**src/rtl/mem_ctrl_pkg.sv**
```systemverilog
`default_nettype none
// ============================================================================
// Module   : mem_ctrl_pkg
// Purpose  : Shared types and constants for the banked-memory controllers:
//            load FSM state encoding and bank geometry.
// Revision : 1.0 - initial release
// ============================================================================
package mem_ctrl_pkg;

  // Four banks selected by the two top bits of a 16-bit byte address
  localparam int c_num_banks  = 4;
  localparam int c_bank_idx_w = 2;
  localparam int c_bank_hi    = 15;
  localparam int c_bank_lo    = 14;

  // Load controller state encoding
  typedef enum logic [1:0] {
    ST_IDLE = 2'd0,
    ST_LOAD = 2'd1,
    ST_PAD  = 2'd2,
    ST_DONE = 2'd3
  } load_state_t;

endpackage : mem_ctrl_pkg
`default_nettype wire

```
**src/rtl/bank_decode.sv**
```systemverilog
`default_nettype none
// ============================================================================
// Module   : bank_decode
// Purpose  : One-hot bank select decoded from a byte address. Shared by the
//            load and read-side controllers.
// Revision : 1.0 - initial release
// ============================================================================
module bank_decode
  import mem_ctrl_pkg::*;
#(
  parameter int ADDR_W = 16
) (
  input  logic [ADDR_W-1:0]      i_addr,
  output logic [c_num_banks-1:0] o_bank_sel
);

  // Only the bank index bits take part in the decode
  logic w_unused_addr;
  assign w_unused_addr = ^i_addr[c_bank_lo-1:0];

  // Set the single bit addressed by the bank index field
  always_comb begin
    o_bank_sel = '0;
    o_bank_sel[i_addr[c_bank_hi:c_bank_lo]] = 1'b1;
  end

endmodule : bank_decode
`default_nettype wire

```
**src/rtl/mem_load_ctrl.sv**
```systemverilog
`default_nettype none
// ============================================================================
// Module   : mem_load_ctrl
// Purpose  : Streams a counted run of bytes into banked memory starting at a
//            base address. A run ending on an even address is completed to a
//            full 16-bit word with one pad byte. Supports abort and reports
//            errors through a sticky flag.
// Revision : 1.0 - initial release
// ============================================================================
module mem_load_ctrl
  import mem_ctrl_pkg::*;
#(
  parameter int                ADDR_W   = 16,
  parameter int                DATA_W   = 8,
  parameter logic [DATA_W-1:0] PAD_BYTE = 8'h00
) (
  input  logic                   clk,
  input  logic                   rst,
  input  logic                   start,
  input  logic [ADDR_W-1:0]      base_addr,
  input  logic [ADDR_W-1:0]      byte_count,
  input  logic                   abort,
  input  logic                   s_valid,
  input  logic [DATA_W-1:0]      s_data,
  output logic                   s_ready,
  output logic [ADDR_W-1:0]      mem_addr,
  output logic [DATA_W-1:0]      mem_data,
  output logic                   mem_we,
  output logic [c_num_banks-1:0] bank_sel,
  output logic                   busy,
  output logic                   done,
  output logic                   err,
  output logic [ADDR_W-1:0]      bytes_written
);

  localparam logic [ADDR_W-1:0] c_one = ADDR_W'(1);

  load_state_t       r_state;
  logic [ADDR_W-1:0] r_addr;
  logic [ADDR_W-1:0] r_count;
  logic [ADDR_W-1:0] r_bw;
  logic [ADDR_W-1:0] r_mem_addr;
  logic [DATA_W-1:0] r_mem_data;
  logic              r_mem_we;
  logic              r_done;
  logic              r_err;

  logic              w_ready;
  logic              w_accept;
  logic [ADDR_W-1:0] w_bw_next;
  logic              w_last;

  // Abort drops any byte offered in the same cycle, so ready falls with it
  assign w_ready   = (r_state == ST_LOAD) && !abort;
  assign w_accept  = w_ready && s_valid;
  assign w_bw_next = r_bw + c_one;
  assign w_last    = (w_bw_next == r_count);

  // Load FSM with registered memory-side outputs
  always_ff @(posedge clk) begin
    if (rst) begin
      r_state    <= ST_IDLE;
      r_addr     <= '0;
      r_count    <= '0;
      r_bw       <= '0;
      r_mem_addr <= '0;
      r_mem_data <= '0;
      r_mem_we   <= 1'b0;
      r_done     <= 1'b0;
      r_err      <= 1'b0;
    end else begin
      r_mem_we <= 1'b0;
      r_done   <= 1'b0;
      case (r_state)
        ST_IDLE: begin
          if (start) begin
            r_addr  <= base_addr;
            r_count <= byte_count;
            r_bw    <= '0;
            if (byte_count == '0) begin
              r_err   <= 1'b1;
              r_done  <= 1'b1;
              r_state <= ST_DONE;
            end else begin
              r_err   <= 1'b0;
              r_state <= ST_LOAD;
            end
          end
        end
        ST_LOAD: begin
          if (abort) begin
            r_err   <= 1'b1;
            r_done  <= 1'b1;
            r_state <= ST_DONE;
          end else if (w_accept) begin
            r_mem_we   <= 1'b1;
            r_mem_addr <= r_addr;
            r_mem_data <= s_data;
            r_addr     <= r_addr + c_one;
            r_bw       <= w_bw_next;
            if (w_last) begin
              // Odd last address closes the 16-bit word; even needs a pad
              if (r_addr[0]) begin
                r_done  <= 1'b1;
                r_state <= ST_DONE;
              end else begin
                r_state <= ST_PAD;
              end
            end
          end
        end
        ST_PAD: begin
          if (abort) begin
            r_err   <= 1'b1;
            r_done  <= 1'b1;
            r_state <= ST_DONE;
          end else begin
            // r_addr already points one past the last data byte
            r_mem_we   <= 1'b1;
            r_mem_addr <= r_addr;
            r_mem_data <= PAD_BYTE;
            r_done     <= 1'b1;
            r_state    <= ST_DONE;
          end
        end
        ST_DONE: begin
          r_state <= ST_IDLE;
        end
        default: begin
          r_state <= ST_IDLE;
        end
      endcase
    end
  end

  bank_decode #(
    .ADDR_W (ADDR_W)
  ) u_bank_decode (
    .i_addr     (r_mem_addr),
    .o_bank_sel (bank_sel)
  );

  assign s_ready       = w_ready;
  assign mem_addr      = r_mem_addr;
  assign mem_data      = r_mem_data;
  assign mem_we        = r_mem_we;
  assign busy          = (r_state == ST_LOAD) || (r_state == ST_PAD);
  assign done          = r_done;
  assign err           = r_err;
  assign bytes_written = r_bw;

endmodule : mem_load_ctrl
`default_nettype wire

```
**config.mk**
```make
export PLATFORM = sky130hd
export DESIGN_NAME = mem_load_ctrl
export DESIGN_NICKNAME = d
export VERILOG_FILES = /design/src/rtl/mem_ctrl_pkg.sv /design/src/rtl/bank_decode.sv /design/src/rtl/mem_load_ctrl.sv
export SDC_FILE = /design/constraint.sdc
export NUM_CORES = 1
export LEC_CHECK = 0
export ABC_AREA = 1
export CAP_MARGIN = 10
export CORE_ASPECT_RATIO = 1.2
export CORE_MARGIN = 2
export CORE_UTILIZATION = 45
export DETAILED_ROUTE_END_ITERATION = 8
export PLACE_DENSITY = 0.75
export SYNTH_ARGS = -nofsm -noshare
export SYNTH_HDL_FRONTEND = slang
export SYNTH_SLANG_ARGS = --single-unit
```
**constraint.sdc**
```tcl
create_clock -name clk -period 1.9 [get_ports clk]
set_input_delay 0.19 -clock clk [delete_from_list [all_inputs] [get_ports clk]]
set_output_delay 0.19 -clock clk [all_outputs]
set_load 0.01 [all_outputs]
```
Word level (Yosys, flattened, before mapping)
Index checks and enable logic that the tools add are counted.
{"block": "totals", "register_bits": 77, "input_bits": 45, "out_inout_bits": 49}
{"block": "op_classes", "add_sub_neg": 2, "n_lt_le_gt_ge": 2, "eq_ne": 11, "muxes": 39, "n_reduce_logical": 16}
{"cell": "16-bit two-way mux", "n": 9}
{"cell": "16-bit one-hot mux with 2 select lines", "n": 3}
{"cell": "16-bit by 1-bit adder with 16-bit output, second input constant", "n": 2}
{"cell": "8-bit two-way mux", "n": 3}
{"cell": "16-bit == test", "n": 1}
{"cell": "16-bit logical NOT", "n": 1}
{"cell": "8-bit one-hot mux with 2 select lines", "n": 1}
{"cell": "1-bit two-way mux", "n": 13}
{"cell": "2-bit two-way mux", "n": 5}
{"cell": "2-bit != test, second input constant", "n": 4}
{"cell": "2-bit one-hot mux with 4 select lines", "n": 1}
{"cell": "4-bit AND reduction", "n": 2}
{"cell": "3-bit != test, second input constant", "n": 2}
{"cell": "3-bit AND reduction", "n": 2}
{"cell": "2-bit nonzero test", "n": 3}
{"cell": "2-bit == test, second input constant", "n": 2}
{"cell": "1-bit one-hot mux with 2 select lines", "n": 2}
{"cell": "1-bit logical AND", "n": 3}
{"cell": "2-bit by 3-bit < comparator with 1-bit output, second input constant", "n": 1}
{"cell": "1-bit one-hot mux with 3 select lines", "n": 1}
{"cell": "1-bit demux with 2-bit select", "n": 1}
{"cell": "2-bit by 1-bit == test with 1-bit output, second input constant", "n": 1}
{"cell": "2-bit by 1-bit greater-or-equal comparator with 1-bit output, second input constant", "n": 1}
{"cell": "2-bit logical NOT", "n": 1}
{"cell": "other kinds (5)", "n": 5}

Logic depth before layout (Yosys ltp)
{"block": "logic_depth", "ltp_word": 6, "depth_mapped": 16, "depth_no_buf": 16}

By module
Synthesis repeated with hierarchy kept, for this count alone.
{"block": "hier_totals", "hier_cells": 587, "hier_area_um2": 3986.3}
{"mod": "mem_load_ctrl", "n_inst": 1, "cells_per_inst": 580, "area_per_inst_um2": 3960.0}
{"mod": "bank_decode", "n_inst": 1, "cells_per_inst": 7, "area_per_inst_um2": 26.3}

Worst setup path before layout
No wires, ideal clock.
{"block": "synth_path", "path_kind": "reg2reg", "startpoint": "reg r_bw[0] (netlist: bytes_written[0])", "endpoint": "reg r_state[1]", "setup_ns": 0.115, "t_arrival_ns": 1.761, "t_required_ns": 1.785, "path_slack_ns": 0.024, "stages_incl_launch_ff": 17, "path_buffers": 0, "cell_sequence": "dfxtp_1 ha_1 nand2_1 nor2_4 nand2_1 nand2_1 nand2_1 nand2_1 nand3_1 nor2_1 nand2_1 nor2_2 nand3_2 nand2_2 nand3_1 nand2_1 nor2_1"}
{"block": "synth_via", "elab_chain_len": 4}
{"item": "start: declaration", "line_no": "mem_load_ctrl.sv:41", "rtl": "logic [ADDR_W-1:0] r_bw;"}
{"item": "start signal: assignment", "line_no": "mem_load_ctrl.sv:100", "rtl": "r_bw <= w_bw_next;"}
{"item": "16-bit by 1-bit adder with 16-bit output", "line_no": "mem_load_ctrl.sv:56", "rtl": "assign w_bw_next = r_bw + c_one;"}
{"item": "16-bit == test", "line_no": "mem_load_ctrl.sv:57", "rtl": "assign w_last = (w_bw_next == r_count);"}
{"item": "3-bit != test (no source line)"}
{"item": "3-bit AND reduction (no source line)"}
{"item": "end signal: assignment", "line_no": "mem_load_ctrl.sv:62", "rtl": "r_state <= ST_IDLE;"}
{"item": "end signal: assignment", "line_no": "mem_load_ctrl.sv:83", "rtl": "r_state <= ST_DONE;"}
{"item": "end signal: assignment", "line_no": "mem_load_ctrl.sv:86", "rtl": "r_state <= ST_LOAD;"}
{"item": "end: declaration", "line_no": "mem_load_ctrl.sv:38", "rtl": "load_state_t r_state;"}
Every way passes these cells.
A chain may end at the register's enable or synchronous reset.

Worst setup path after layout
{"block": "layout_path", "startpoint": "reg r_bw[0] (netlist: bytes_written[0])", "endpoint": "reg r_state[0]"}
The elaborated chain is that of the path after synthesis.

==> impl_results.html <==
<table>
<tr><th>Metric</th><th>Value</th></tr>
<tr><th colspan="2">Worst setup path</th></tr>
<tr><td>Arrival @ worst endpoint</td><td>2.21 ns</td></tr>
<tr><td>Crit path capture type</td><td>register</td></tr>
<tr><td>Flop2flop setup slack</td><td>-0.03 ns</td></tr>
<tr><td>Setup CP Type</td><td>register to register</td></tr>
<tr><td>Data required time at the worst endpoint</td><td>2.18 ns</td></tr>
<tr><td>Maximum fanout encountered on the critical timing path</td><td>5</td></tr>
<tr><td>FF-to-FF Start</td><td>bytes_written[0]$_SDFFE_PP0P_</td></tr>
<tr><td>Endpoint of the worst-slack reg-to-reg timing path</td><td>r_state[0]$_SDFFE_PP0P_</td></tr>
<tr><td>Critical path startpoint category</td><td>register</td></tr>
<tr><td>Critical path endpoint</td><td>r_state[0]$_SDFFE_PP0P_</td></tr>
<tr><td>Timing startpoint of the critical path</td><td>bytes_written[0]$_SDFFE_PP0P_</td></tr>
<tr><td>Depth of the worst register-to-register path</td><td>16</td></tr>
<tr><th colspan="2">Pwr</th></tr>
<tr><td>Total Power</td><td>0.006779 W</td></tr>
<tr><td>Switching power</td><td>0.002757 W</td></tr>
<tr><td>Maximum vdd drop</td><td>0.0007144 V</td></tr>
<tr><td>Leak pwr</td><td>2.253 nW</td></tr>
<tr><td>Pwr per Cell Area</td><td>1180 nW/µm²</td></tr>
<tr><td>Sw Ratio</td><td>0.4067</td></tr>
<tr><td>Part of the total power dissipated in combinational logic</td><td>0.472</td></tr>
<tr><td>Clock share of power</td><td>0.180</td></tr>
<tr><td>Flop pwr share</td><td>0.347</td></tr>
<tr><td>Internal power</td><td>0.004022 W</td></tr>
<tr><th colspan="2">Detailed routing</th></tr>
<tr><td>Number of remaining DRC errors</td><td>0</td></tr>
<tr><td>Via density per instance</td><td>5.262</td></tr>
<tr><td>Detailed router's first-iteration violation count</td><td>167</td></tr>
<tr><td>Drt wl/cell</td><td>14.19 µm</td></tr>
<tr><td>Vias post-DR</td><td>4378</td></tr>
<tr><td>Sum of routed wire length over all layers</td><td>11.80 mm</td></tr>
<tr><td>Initial DRT Pass Iterations</td><td>5</td></tr>
<tr><td>Remaining number of nets flagged by the antenna check after routing</td><td>0</td></tr>
<tr><th colspan="2">Global route</th></tr>
<tr><td>Global-route wire length before repair</td><td>19.55 mm</td></tr>
<tr><td>Pin count of the biggest net entering global routing</td><td>38</td></tr>
<tr><td>Global Route Usage Sum</td><td>0.2488</td></tr>
<tr><td>Met2 track demand over resource</td><td>0.4518</td></tr>
<tr><td>Gr busiest metal</td><td>met2</td></tr>
<tr><td>Initial antenna violation count</td><td>0</td></tr>
<tr><td>Overall overflow remaining after global route</td><td>0</td></tr>
<tr><td>Global-route track usage on met3</td><td>0.05130</td></tr>
<tr><td>Number of global-route vias before repair</td><td>4344</td></tr>
<tr><td>Met1 Track Usage GR</td><td>0.2815</td></tr>
<tr><th colspan="2">Die</th></tr>
<tr><td>Number of ports placed on the die boundary</td><td>94</td></tr>
<tr><td>Y dimension of the die</td><td>107.1 µm</td></tr>
<tr><td>Area of the core region</td><td>8611 µm²</td></tr>
<tr><td>Total number of placement rows</td><td>37</td></tr>
<tr><td>Die area</td><td>9622 µm²</td></tr>
<tr><td>Die extent in x</td><td>89.88 µm</td></tr>
<tr><td>Initial standard-cell utilization of the core</td><td>0.4625</td></tr>
<tr><th colspan="2">Clock tree</th></tr>
<tr><td>Number of buffers on the longest clock path</td><td>2</td></tr>
<tr><td>CTS H-tree lvls</td><td>3</td></tr>
<tr><td>CTS buffer count</td><td>9</td></tr>
<tr><td>Clock tree from TritonCTS</td><td>yes</td></tr>
<tr><td>Post-CTS clock slew at the launch and capture registers of the worst setup and hold paths</td><td>0.08 ns</td></tr>
<tr><td>Clock tree root buffer cell</td><td>sky130_fd_sc_hd__clkbuf_8</td></tr>
<tr><td>Clock latency on the worst-skew pair</td><td>0.35 ns</td></tr>
<tr><td>Clk sinks</td><td>77</td></tr>
<tr><th colspan="2">STA</th></tr>
<tr><td>Setup TNS Final</td><td>-0.02763 ns</td></tr>
<tr><td>Worst Tran Pin Value</td><td>0.5131 ns</td></tr>
<tr><td>Ratio of final minimum period to clock period</td><td>1.015</td></tr>
<tr><td>Unrepaired setup endpoints after global routing</td><td>yes</td></tr>
<tr><td>Min Tclk post-route</td><td>1.928 ns</td></tr>
<tr><td>Least setup slack across all paths after layout</td><td>-0.02763 ns</td></tr>
<tr><td>Max transition margin</td><td>0.6576</td></tr>
<tr><td>Number of max-slew violations in the final report</td><td>0</td></tr>
<tr><td>Endpoints failing setup</td><td>1</td></tr>
<tr><td>Final setup skew</td><td>0.01036 ns</td></tr>
<tr><td>Max Freq</td><td>0.5188 GHz</td></tr>
<tr><td>Final Hold Vio Count</td><td>0</td></tr>
<tr><th colspan="2">Run status</th></tr>
<tr><td>Violations in the final reports</td><td>setup timing</td></tr>
<tr><td>Outcome</td><td>finished with violations</td></tr>
<tr><th colspan="2">Logic synthesis</th></tr>
<tr><td>Share of the synthesized area in the top cell type</td><td>0.3871</td></tr>
<tr><td>Synth Register Bits</td><td>77</td></tr>
<tr><td>Synthesized instance count</td><td>580</td></tr>
<tr><td>Mean instance size in the synthesized netlist</td><td>6.867 µm²</td></tr>
<tr><td>Post-Syn Nets</td><td>631</td></tr>
<tr><td>Main area contributors after synthesis</td><td>sky130_fd_sc_hd__dfxtp_1 39%, sky130_fd_sc_hd__nand2_1 13%, sky130_fd_sc_hd__a21oi_1 8.2%</td></tr>
<tr><td>Register area share after synthesis</td><td>0.3871</td></tr>
<tr><td>Summed instance area of the synthesized netlist</td><td>3983 µm²</td></tr>
<tr><td>Largest area contributor in the synthesized netlist</td><td>sky130_fd_sc_hd__dfxtp_1</td></tr>
<tr><td>Count of distinct cell types in the synthesized netlist</td><td>42</td></tr>
<tr><td>Synth Warn #</td><td>0</td></tr>
<tr><th colspan="2">Cells and area</th></tr>
<tr><td>Area added between synthesis and finish</td><td>44.27%</td></tr>
<tr><td>Proportion of layout cells with a drive suffix above 1</td><td>0.1818</td></tr>
<tr><td>Number of antenna diodes</td><td>0</td></tr>
<tr><td>Highest-count cells in the layout ignoring fill and taps</td><td>123 x sky130_fd_sc_hd__nand2_1, 91 x sky130_fd_sc_hd__clkdlybuf4s50_1, 65 x sky130_fd_sc_hd__a21oi_1, 65 x sky130_fd_sc_hd__dfxtp_1, 51 x sky130_fd_sc_hd__inv_1</td></tr>
<tr><td>Area of combinational cells with multiple inputs</td><td>2290 µm²</td></tr>
<tr><td>Final nets</td><td>761</td></tr>
<tr><td>Register Area</td><td>1562 µm²</td></tr>
<tr><td>Layout Cells excl Fill</td><td>832</td></tr>
<tr><td>Most frequent standard cell in the layout excluding fill and tap cells</td><td>sky130_fd_sc_hd__nand2_1</td></tr>
<tr><td>Fillers</td><td>759</td></tr>
<tr><th colspan="2">Placed design</th></tr>
<tr><td>Setup slack after placement</td><td>-0.1045 ns</td></tr>
<tr><td>Routability-driven placement congestion ratio</td><td>0.8731</td></tr>
<tr><td># placed instances</td><td>808</td></tr>
<tr><td>Number of I/O port buffers</td><td>93</td></tr>
<tr><td>Half-perimeter wire length after placement</td><td>8.543 mm</td></tr>
<tr><th colspan="2">Min path</th></tr>
<tr><td>Kind of path behind the tightest hold check</td><td>input port to register</td></tr>
<tr><th colspan="2">Job</th></tr>
<tr><td>Number of maximum-capacitance violations</td><td>0</td></tr>
</table>
## synthesized netlist by cell type, drive strengths merged
library cell,instances
nand2,138
dfxtp,77
a21oi,65
nor2,61
inv,55
o21ai,55
nand3,39
clkbuf,18
nand4,9
a211oi,7
buf,6
ha,6
nand3b,6
a31oi,5
xnor2,4
xor2,4
nor3,3
nor4,3
o211ai,3
a22oi,2
a311oi,2
or2,2
a221oi,1
a2bb2oi,1
a32oi,1
and2,1
and3,1
clkinv,1
nor3b,1
o211a,1
o21bai,1
xor3,1
## sequential cells by signal, summed over array words and instances, names as in the netlist
register / count
err: 1
mem_we: 1
r_state: 2
done: 1
mem_addr: 16
r_count: 16
bytes_written: 16
mem_data: 8
r_addr: 16
## cells by family after synthesis
| kind of cell | Yosys count | synth area share |
|---|---|---|
| AND/OR/NAND/NOR | 264 | 0.2931 |
| AO/OA/AOI/OAI | 144 | 0.1979 |
| buffers and inverters | 80 | 0.07760 |
| flip-flops | 77 | 0.3871 |
| XOR/XNOR | 9 | 0.02545 |
| adder cells (fa/ha/maj) | 6 | 0.01885 |
## routing by layer
metal  share of wire  vias to the layer above
met5               0                        -
met4           0.022                        0
met3           0.058                       19
met2            0.51                      135
met1            0.41                     2034
li1                -                     2190
## through the flow
step	cell area, µm²	utilization	hold WS [ns]
finish	5746	0.6672	0.4086
detailed placement	5305	0.6161	0.4550
CTS	5598	0.6501	0.4009
global placement	5305	0.6161	0.4545
floorplan	3983	-	0.3176
global route	5746	0.6672	0.4114
## power groups by stage
stage / Combinational (W) / Clock [W] / Sequential, W
floorplan: 0.00178 / 0 / 0.00236
global placement: 0.00297 / 0 / 0.00234
detailed placement: 0.00304 / 0 / 0.00235
CTS: 0.00308 / 0.00125 / 0.00234
global route: 0.00355 / 0.00133 / 0.00240
finish: 0.00320 / 0.00122 / 0.00236
## critical path, stage by stage, from the launching register on
cell	delay (ns)
sky130_fd_sc_hd__dfxtp_2	0.36
sky130_fd_sc_hd__buf_4	0.13
sky130_fd_sc_hd__inv_2	0.05
sky130_fd_sc_hd__nor2_4	0.11
sky130_fd_sc_hd__buf_6	0.14
sky130_fd_sc_hd__nand3_2	0.08
sky130_fd_sc_hd__nand2_2	0.09
sky130_fd_sc_hd__nand2_2	0.05
sky130_fd_sc_hd__nand2_1	0.07
sky130_fd_sc_hd__nand2_1	0.07
sky130_fd_sc_hd__nor2_1	0.12
sky130_fd_sc_hd__nand2_1	0.07
sky130_fd_sc_hd__nor2_2	0.11
sky130_fd_sc_hd__nand3_2	0.09
sky130_fd_sc_hd__nand2_4	0.09
sky130_fd_sc_hd__a21oi_1	0.08
sky130_fd_sc_hd__nor2_1	0.13
## layout make-up
type / count / share of cell area
multi-input combinational: 423 / 0.3985
sequential: 77 / 0.2718
timing repair buffer: 143 / 0.2339
inverter: 56 / 0.03702
tap: 117 / 0.02548
clock buffer: 11 / 0.02461
clock inverter: 5 / 0.008711
## worst min-delay path by stage
stage / from / end / slack (ns) / cells after the start
after floorplan: byte_count[1] / r_count[1]$_SDFFE_PP0P_ / 0.32 / 2
final: base_addr[1] / r_addr[1]$_SDFFE_PP0P_ / 0.41 / 3
after global routing: base_addr[1] / r_addr[1]$_SDFFE_PP0P_ / 0.41 / 3
after CTS: byte_count[2] / r_count[2]$_SDFFE_PP0P_ / 0.40 / 3
after detailed placement: mem_data[0]$_SDFFE_PP0P_ / mem_data[0]$_SDFFE_PP0P_ / 0.45 / 2
after global placement: mem_data[5]$_SDFFE_PP0P_ / mem_data[5]$_SDFFE_PP0P_ / 0.45 / 2
## timing repair
action,CTS,global route
gates resized for setup,27,40
hold buffers,0,0
endpoints found under the setup margin,11,29
setup buffers,3,5
pin swaps,18,22
Power figures use the tool's default switching activity.
